===== src/rtl/multicycle_main_controller_pkg.sv =====
// Shared encodings for the multicycle RV32I main controller: states, opcodes, select codes.
// Latency: n/a (types and constants only).
// Backpressure: n/a.
package multicycle_main_controller_pkg;

   // ALUOp codes; values must match the ALU controller's decode.
   typedef enum logic [1:0] {
      ALUOP_S_T = 2'b00,   // add
      ALUOP_B_T = 2'b01,   // sub (branch compare)
      ALUOP_R_T = 2'b10,   // decode funct fields, R-type
      ALUOP_I_T = 2'b11    // decode funct fields, I-type
   } aluop_e;

   // Controller states; encodings 14 and 15 are unused and recover to FETCH.
   typedef enum logic [3:0] {
      ST_FETCH    = 4'd0,
      ST_DECODE   = 4'd1,
      ST_MEMADR   = 4'd2,
      ST_MEMREAD  = 4'd3,
      ST_MEMWB    = 4'd4,
      ST_MEMWRITE = 4'd5,
      ST_EXECR    = 4'd6,
      ST_EXECI    = 4'd7,
      ST_ALUWB    = 4'd8,
      ST_BRANCH   = 4'd9,
      ST_JAL      = 4'd10,
      ST_JALR1    = 4'd11,
      ST_JALR2    = 4'd12,
      ST_LUI      = 4'd13
   } state_e;

   // Major opcodes (instr[6:0]).
   localparam logic [6:0] OP_LOAD   = 7'b0000011;
   localparam logic [6:0] OP_STORE  = 7'b0100011;
   localparam logic [6:0] OP_RTYPE  = 7'b0110011;
   localparam logic [6:0] OP_ITYPE  = 7'b0010011;
   localparam logic [6:0] OP_BRANCH = 7'b1100011;
   localparam logic [6:0] OP_JAL    = 7'b1101111;
   localparam logic [6:0] OP_JALR   = 7'b1100111;
   localparam logic [6:0] OP_LUI    = 7'b0110111;

   // Branch func3 values that the core supports.
   localparam logic [2:0] F3_BEQ = 3'b000;
   localparam logic [2:0] F3_BNE = 3'b001;
   localparam logic [2:0] F3_BLT = 3'b100;
   localparam logic [2:0] F3_BGE = 3'b101;

   // Immediate format selects.
   localparam logic [2:0] IMM_I = 3'b000;
   localparam logic [2:0] IMM_S = 3'b001;
   localparam logic [2:0] IMM_B = 3'b010;
   localparam logic [2:0] IMM_J = 3'b011;
   localparam logic [2:0] IMM_U = 3'b100;

   // Result mux selects.
   localparam logic [1:0] RES_ALUOUT    = 2'b00;
   localparam logic [1:0] RES_MEMDATA   = 2'b01;
   localparam logic [1:0] RES_ALURESULT = 2'b10;
   localparam logic [1:0] RES_IMMEXT    = 2'b11;

   // ALU operand selects.
   localparam logic [1:0] SRCA_PC    = 2'b00;
   localparam logic [1:0] SRCA_OLDPC = 2'b01;
   localparam logic [1:0] SRCA_REGA  = 2'b10;
   localparam logic [1:0] SRCB_REGB  = 2'b00;
   localparam logic [1:0] SRCB_IMM   = 2'b01;
   localparam logic [1:0] SRCB_FOUR  = 2'b10;

   // Immediate format implied by the opcode; unknown opcodes fall back to I.
   function automatic logic [2:0] imm_src_of(input logic [6:0] op);
      logic [2:0] imm;
      imm = IMM_I;
      case (op)
         OP_LOAD, OP_ITYPE, OP_JALR: imm = IMM_I;
         OP_STORE:                   imm = IMM_S;
         OP_BRANCH:                  imm = IMM_B;
         OP_JAL:                     imm = IMM_J;
         OP_LUI:                     imm = IMM_U;
         default:                    imm = IMM_I;
      endcase
      return imm;
   endfunction

endpackage


===== src/rtl/multicycle_main_controller_branch_cond.sv =====
// Branch condition evaluation from func3 and the ALU subtract flags.
// Latency: combinational, zero cycles.
// Backpressure: none; pure function of its inputs.
module multicycle_main_controller_branch_cond (
   input  logic [2:0] func3,
   input  logic       zero,
   input  logic       neg,
   output logic       take,
   output logic       bad
);
   import multicycle_main_controller_pkg::*;

   // Signed compare uses the sign of A-B only; overflow is deliberately ignored.
   always_comb begin
      take = 1'b0;
      bad  = 1'b0;
      case (func3)
         F3_BEQ:  take = zero;
         F3_BNE:  take = ~zero;
         F3_BLT:  take = neg;
         F3_BGE:  take = ~neg;
         default: bad  = 1'b1;
      endcase
   end

endmodule


===== src/rtl/multicycle_main_controller.sv =====
// Main control FSM of the multicycle RV32I core: sequences fetch/decode/execute/memory/writeback.
// Latency: 3 (branch, lui) to 5 (lw, jalr) cycles per instruction; outputs are Moore decode of state.
// Backpressure: none; the sequence never stalls, reset low aborts the instruction immediately.
module multicycle_main_controller (
   input  logic       clk,
   input  logic       rst,
   input  logic [6:0] opcode,
   input  logic [2:0] func3,
   input  logic       zero,
   input  logic       neg,
   output logic       PCWrite,
   output logic       AdrSrc,
   output logic       MemWrite,
   output logic       IRWrite,
   output logic       RegWrite,
   output logic [1:0] ResultSrc,
   output logic [1:0] ALUSrcA,
   output logic [1:0] ALUSrcB,
   output logic [2:0] ImmSrc,
   output logic [1:0] ALUOp,
   output logic       illegal
);
   import multicycle_main_controller_pkg::*;

   state_e state_q;
   state_e state_d;
   aluop_e alu_op;
   logic   br_take;
   logic   br_bad;
   logic   pc_write_raw;
   logic   mem_write_raw;
   logic   ir_write_raw;
   logic   reg_write_raw;
   logic   illegal_raw;

   multicycle_main_controller_branch_cond u_branch_cond (
      .func3 (func3),
      .zero  (zero),
      .neg   (neg),
      .take  (br_take),
      .bad   (br_bad)
   );

   // State register; reset low forces FETCH without waiting for a clock.
   always_ff @(posedge clk or negedge rst) begin
      if (!rst) begin
         state_q <= ST_FETCH;
      end else begin
         state_q <= state_d;
      end
   end

   // Next-state and Moore output decode; anything not named in a state stays 0.
   always_comb begin
      state_d       = ST_FETCH;
      pc_write_raw  = 1'b0;
      mem_write_raw = 1'b0;
      ir_write_raw  = 1'b0;
      reg_write_raw = 1'b0;
      illegal_raw   = 1'b0;
      AdrSrc        = 1'b0;
      ResultSrc     = RES_ALUOUT;
      ALUSrcA       = SRCA_PC;
      ALUSrcB       = SRCB_REGB;
      alu_op        = ALUOP_S_T;
      case (state_q)
         ST_FETCH: begin
            ir_write_raw = 1'b1;
            pc_write_raw = 1'b1;
            ALUSrcA      = SRCA_PC;
            ALUSrcB      = SRCB_FOUR;
            ResultSrc    = RES_ALURESULT;
            state_d      = ST_DECODE;
         end
         ST_DECODE: begin
            // Precompute OldPC+imm so branch/jal targets sit in ALUOut.
            ALUSrcA = SRCA_OLDPC;
            ALUSrcB = SRCB_IMM;
            case (opcode)
               OP_LOAD, OP_STORE: state_d = ST_MEMADR;
               OP_RTYPE:          state_d = ST_EXECR;
               OP_ITYPE:          state_d = ST_EXECI;
               OP_BRANCH:         state_d = ST_BRANCH;
               OP_JAL:            state_d = ST_JAL;
               OP_JALR:           state_d = ST_JALR1;
               OP_LUI:            state_d = ST_LUI;
               default: begin
                  illegal_raw = 1'b1;
                  state_d     = ST_FETCH;
               end
            endcase
         end
         ST_MEMADR: begin
            ALUSrcA = SRCA_REGA;
            ALUSrcB = SRCB_IMM;
            if (opcode == OP_STORE) begin
               state_d = ST_MEMWRITE;
            end else if (opcode == OP_LOAD) begin
               state_d = ST_MEMREAD;
            end else begin
               state_d = ST_FETCH;
            end
         end
         ST_MEMREAD: begin
            AdrSrc  = 1'b1;
            state_d = ST_MEMWB;
         end
         ST_MEMWB: begin
            ResultSrc     = RES_MEMDATA;
            reg_write_raw = 1'b1;
            state_d       = ST_FETCH;
         end
         ST_MEMWRITE: begin
            AdrSrc        = 1'b1;
            mem_write_raw = 1'b1;
            state_d       = ST_FETCH;
         end
         ST_EXECR: begin
            ALUSrcA = SRCA_REGA;
            ALUSrcB = SRCB_REGB;
            alu_op  = ALUOP_R_T;
            state_d = ST_ALUWB;
         end
         ST_EXECI: begin
            ALUSrcA = SRCA_REGA;
            ALUSrcB = SRCB_IMM;
            alu_op  = ALUOP_I_T;
            state_d = ST_ALUWB;
         end
         ST_ALUWB: begin
            reg_write_raw = 1'b1;
            state_d       = ST_FETCH;
         end
         ST_BRANCH: begin
            // ALU subtracts rs1-rs2 for the flags; PC loads the target held in ALUOut.
            ALUSrcA      = SRCA_REGA;
            ALUSrcB      = SRCB_REGB;
            alu_op       = ALUOP_B_T;
            pc_write_raw = br_take;
            illegal_raw  = br_bad;
            state_d      = ST_FETCH;
         end
         ST_JAL: begin
            // PC takes the DECODE target while the ALU forms the link value OldPC+4.
            pc_write_raw = 1'b1;
            ALUSrcA      = SRCA_OLDPC;
            ALUSrcB      = SRCB_FOUR;
            state_d      = ST_ALUWB;
         end
         ST_JALR1: begin
            ALUSrcA = SRCA_REGA;
            ALUSrcB = SRCB_IMM;
            state_d = ST_JALR2;
         end
         ST_JALR2: begin
            pc_write_raw = 1'b1;
            ALUSrcA      = SRCA_OLDPC;
            ALUSrcB      = SRCB_FOUR;
            state_d      = ST_ALUWB;
         end
         ST_LUI: begin
            ResultSrc     = RES_IMMEXT;
            reg_write_raw = 1'b1;
            state_d       = ST_FETCH;
         end
         default: begin
            state_d = ST_FETCH;
         end
      endcase
   end

   // Enables are gated by reset so an aborted instruction cannot issue a write.
   assign PCWrite  = pc_write_raw  & rst;
   assign MemWrite = mem_write_raw & rst;
   assign IRWrite  = ir_write_raw  & rst;
   assign RegWrite = reg_write_raw & rst;
   assign illegal  = illegal_raw   & rst;
   assign ALUOp    = alu_op;
   assign ImmSrc   = imm_src_of(opcode);

endmodule


===== config.mk =====
export PLATFORM = sky130hd
export DESIGN_NAME = multicycle_main_controller
export DESIGN_NICKNAME = d
export VERILOG_FILES = /design/src/rtl/multicycle_main_controller_pkg.sv /design/src/rtl/multicycle_main_controller_branch_cond.sv /design/src/rtl/multicycle_main_controller.sv
export SDC_FILE = /design/constraint.sdc
export NUM_CORES = 1
export LEC_CHECK = 0
export CAP_MARGIN = 10
export CORE_MARGIN = 2
export CORE_UTILIZATION = 46
export DETAILED_ROUTE_END_ITERATION = 10
export PLACE_DENSITY = 0.85
export SLEW_MARGIN = 20
export SYNTH_ARGS = -nofsm -noshare
export SYNTH_HDL_FRONTEND = slang
export SYNTH_HIERARCHICAL = 1
export SYNTH_SLANG_ARGS = --single-unit

===== constraint.sdc =====
create_clock -name clk -period 4 [get_ports clk]
set_clock_uncertainty 0.2 [all_clocks]
set_input_delay 0.4 -clock clk [delete_from_list [all_inputs] [get_ports clk]]
set_output_delay 0.4 -clock clk [all_outputs]
set_load 0.02 [all_outputs]

# After elaboration in Yosys (flattened, before gate mapping)
# Index checks and enable logic that the tools add are counted.
totals:
  regBits: 4
  in_bits: 14
  out_inout_bits: 17
classes:
  n_eq_ne: 24
  n_mux: 18
  bitwise_logic: 7
  reduce_logical: 12
op_table:
  columns: ["operator", "n"]
  rows:
  - ["4-bit case mux with 7 select lines", 1]
  - ["4-bit == test (second input constant)", 6]
  - ["4-bit case mux with 6 select lines", 1]
  - ["7-bit by 6-bit == test with 1-bit output (second input constant)", 3]
  - ["7-bit == test (second input constant)", 3]
  - ["4-bit by 3-bit == test with 1-bit output (second input constant)", 4]
  - ["2-bit case mux with 3 select lines", 2]
  - ["3-bit case mux with 4 select lines", 1]
  - ["4-bit OR reduction", 3]
  - ["3-bit OR reduction", 3]
  - ["4-bit by 2-bit == test with 1-bit output (second input constant)", 2]
  - ["2-bit case mux with 2 select lines", 2]
  - ["8-bit OR reduction", 1]
  - ["7-bit by 2-bit == test with 1-bit output (second input constant)", 1]
  - ["7-bit by 5-bit == test with 1-bit output (second input constant)", 1]
  - ["3-bit == test (second input constant)", 2]
  - ["1-bit 2-to-1 mux", 6]
  - ["1-bit bitwise AND", 5]
  - ["5-bit OR reduction", 1]
  - ["4-bit by 1-bit == test with 1-bit output (second input constant)", 1]
  - ["4-bit zero test", 1]
  - ["1-bit case mux with 2 select lines", 2]
  - ["1-bit case mux with 4 select lines", 1]
  - ["2-bit OR reduction", 2]
  - ["5 further kinds", 6]

# Logic depth before layout (Yosys ltp)
depth:
  depth_word: 5
  depth_mapped: 6
  depth_no_buf: 6

# Hierarchy
# The synthesis kept the hierarchy.
by_module_without_submodules:
  columns: ["mod", "n_inst", "cells_per_inst", "area_each_um2", "seq_area_each_um2"]
  rows:
  - ["multicycle_main_controller", 1, 106, 716.9, 100.1]
  - ["multicycle_main_controller_branch_cond", 1, 5, 36.3, 0.0]

# Least setup slack after synthesis
# Ideal clock, no wire load.
synth_timing:
  kind: "register to output"
  startpoint: "register state_q[1]"
  endpoint: "output ALUSrcB[1]"
  arrival_time_ns: 1.420
  setup_slack_ns: 1.980
  stages_incl_launch_ff: 6
  path_buffers: 2
  path_cell_list: "dfrtp_1 > buf_4 > buf_2 > nor2_1 > nor2_1 > a211oi_1"
synth_via:
  elab_chain_len: 3
synth_rtl:
  columns: ["element", "line_no", "text"]
  rows:
  - ["start, declared", "multicycle_main_controller.sv:25", "state_e state_q;"]
  - ["start signal, assigned", "multicycle_main_controller.sv:49", "state_q <= state_d;"]
  - ["4-bit by 2-bit == test with 1-bit output (tied with other cells)", "multicycle_main_controller.sv:66", "case (state_q)"]
  - ["4-bit OR reduction (no source line) / 3-bit OR reduction (equally long branches)", null, null]
  - ["2-bit case mux with 2 select lines (*)", "multicycle_main_controller.sv:66", null]
  - ["end, declared", "multicycle_main_controller.sv:18", "output logic [1:0] ALUSrcB,"]
# Every way passes the cells marked *; elsewhere a longest branch is shown, timed or not.

# Final worst setup path
layout_timing:
  startpoint: "input opcode[2]"
  endpoint: "output ImmSrc[0]"
layout_via:
  elab_chain_len: 2
layout_rtl:
  columns: ["element", "line_no", "text"]
  rows:
  - ["start, declared", "multicycle_main_controller.sv:7", "input logic [6:0] opcode,"]
  - ["7-bit by 6-bit == test with 1-bit output / 7-bit == test (equally long branches)", "multicycle_main_controller_pkg.sv:73", "case (op)"]
  - ["3-bit case mux with 4 select lines (*)", "multicycle_main_controller_pkg.sv:73", null]
  - ["end, declared", "multicycle_main_controller.sv:19", "output logic [2:0] ImmSrc,"]
# Marks and branches as above.

==> impl_metrics.ini <==
[worst_setup_path]
worstPathMaxFanout = 15
cp_slowest_cell = clkdlybuf4s50_1
crit_type = primary input to output pin
cp-start-kind = primary input
path_delay_family = buffers and inverters
slowest_delay_ns = 0.65
cp-end-kind = output pin
r2r_start = state_q[3]
path_buf_inv = 2
cpMostUsedCell = clkdlybuf4s50_1
crit_chain = clkdlybuf4s50_1 > or3_2 > a21boi_1 > clkdlybuf4s50_1
cp.required_ns = 3.40
critPathArrivalTime_ns = 2.37
startpoint = opcode[2]

[global_routing]
track_usage = 0.195
grt_pass1_vias = 758
grt_max_degree = 23
grt_pass1_wl_um = 3000
grt_overflow = 0
antenna_found_initial = 0

[sta]
max_freq_mhz = 337
setup_viol = 0
maxSlewHeadroom = 0.563
hold_viol = 0
finalCritPeriodShare = 0.742
finalSetupTns_ns = 0
grt_setup_unrepaired = false
timing.final.ws_setup_ns = 1.03
tightestPinTransition_ns = 0.656
finalMaxSlewViolations = 0
period_needed_ns = 2.97

[route]
drt-total-wl_um = 1840
drtAntennaViolNets = 0
firstDrtPassIters = 4
vias_per_cell = 5.81
vias = 872
drtIter0Drc = 7
wire_per_inst_um = 12.3
drc = 0

[final_layout]
layout_common_cells = clkdlybuf4s50_1 (30), nor2_1 (14), nand2_1 (13), a21oi_1 (8)
largest_register = state_q
nets = 150
area_growth_pct = 38.5
largest_register_ffs = 4
top_regs = state_q x4
n_antenna_cell = 0
drive_gt1_frac = 0.0970
layout_commonest_cell = clkdlybuf4s50_1

[pwr]
p_int_w = 0.000195
combinationalPowerShare = 0.654
p_clk_frac = 0.131
p_sw_w = 0.000166
p_leak_nw = 0.391
power_density_mw_per_mm2 = 346
irDropWorstVdd_mv = 0.169
p_seq_frac = 0.215
netSwitchingFraction = 0.459

[placed_design]
numPortBuffers = 30
place_congestion = 0.842
pre_cts_slack_ns = 1.03
dp_hpwl_um = 1410

[clocking]
root_buffer = clkbuf_4
clk_pin_slew_ns = 0.04
cts_tree = built
cts_setup_buffers = 0
htree_levels = 1
cts_buffers = 3
cts_resized = 0
insertion_delay_ns = 0.23
cts_buffer_depth = 2
cts.sinks = 4
holdBufCountCts = 0

[synth]
synthesis.area_um2 = 753
ys_warn_count = 6
syn_inst = 111
ys_ff_latch = 4
async_flop_share = 1.00
synth-edff-count = 0
syn-num-nets = 125
syn_avg_cell_area_um2 = 6.79
synth.distinct_cells = 45
synth_top_cell_area_share = 0.133
synth_top_cell_by_area = dfrtp_1
yosysSeqAreaShare = 0.133
ys_top_cells_by_area = dfrtp_1 (13%), nor2_1 (7.0%), nand2_1 (6.5%)
synth_top_flop_cell = dfrtp_1

[die]
die-area_mm2 = 0.00198
fp.dieH_um = 44.5
start_util = 0.494
die_x_um = 44.5
core_region_area_mm2 = 0.00152
rows = 14
top_level_ports = 31

[hold_path]
hp-class = primary input to async pin

[job]
drv_cap = 0

[status]
status = finished, final reports clean
## cells by family after synthesis
group / share of synthesized area
flip-flops: 0.133
buffers and inverters: 0.0847
AND/OR/NAND/NOR: 0.477
AO/OA/AOI/OAI: 0.231
XOR/XNOR: 0.0465
multiplexers: 0.0282
## power by group through the flow
stage | combinational, W | sequential, W | clock, W
global route | 0.000257 | 0.0000792 | 0.0000523
detailed placement | 0.000237 | 0.0000774 | 0
floorplan | 0.000176 | 0.0000491 | 0
finish | 0.000236 | 0.0000775 | 0.0000474
CTS | 0.000238 | 0.0000770 | 0.0000491
global placement | 0.000235 | 0.0000774 | 0
## path summary, 6_finish.rpt
check / slack (ns) / endpoint / cells past startpoint
hold reg to reg: 0.66 / state_q[3] / 2
setup / recovery: 1.03 / ImmSrc[0] / 4
min in group clk: 0.66 / state_q[3] / 2
hold / removal: 0.22 / state_q[3] / 1
setup reg to reg: 2.28 / state_q[2] / 4
max in group asynchronous: 3.16 / state_q[0] / 1
## layer usage
layer	track usage	vias to the layer above	wire length, um
li1	-	447	-
met1	0.214	399	801
met2	0.374	26	950
met3	0.0204	0	92
met4	0.0788	0	0
met5	0	-	0
## per-stage QoR
step	util	instance area, um^2	total power [W]	instances	hold WS [ns]
2_1_floorplan	-	753	0.000225	111	-0.0956
3_3_place_gp	0.670	1020	0.000313	147	0.457
3_5_place_dp	0.670	1020	0.000315	147	0.457
4_1_cts	0.685	1040	0.000364	150	0.214
5_1_grt	0.685	1040	0.000389	150	0.244
6_report	0.685	1040	0.000361	150	0.218
## final cells by class
cell class / count / area (um^2)
fill: 147 / 480
clock buffer: 3 / 22.5
multi-input combinational: 94 / 589
timing repair buffer: 30 / 300
tap: 16 / 20.0
sequential: 4 / 100
inverter: 3 / 11.3
## Yosys cell counts (2+ instances only)
master and n:
a21boi_1 2, inv_1 2, nor2b_1 3, buf_2 5
xnor2_1 2, nor4_1 2, nand2_1 13, and3_1 2
dfrtp_1 4, nor3_1 6, and2b_1 2, nor3b_1 2
nand3_1 5, o21ai_0 6, xor2_1 2, buf_4 2
nor2_1 14, a21oi_1 8, a31oi_1 3
## worst reg2reg max path: stages (launching register included)
cell and delay (ns):
dfrtp_1 0.59, or2_1 0.37, nor4_1 0.20, o2111ai_1 0.16, nand3_1 0.14
Note: power is estimated with default switching activity, not from simulation.
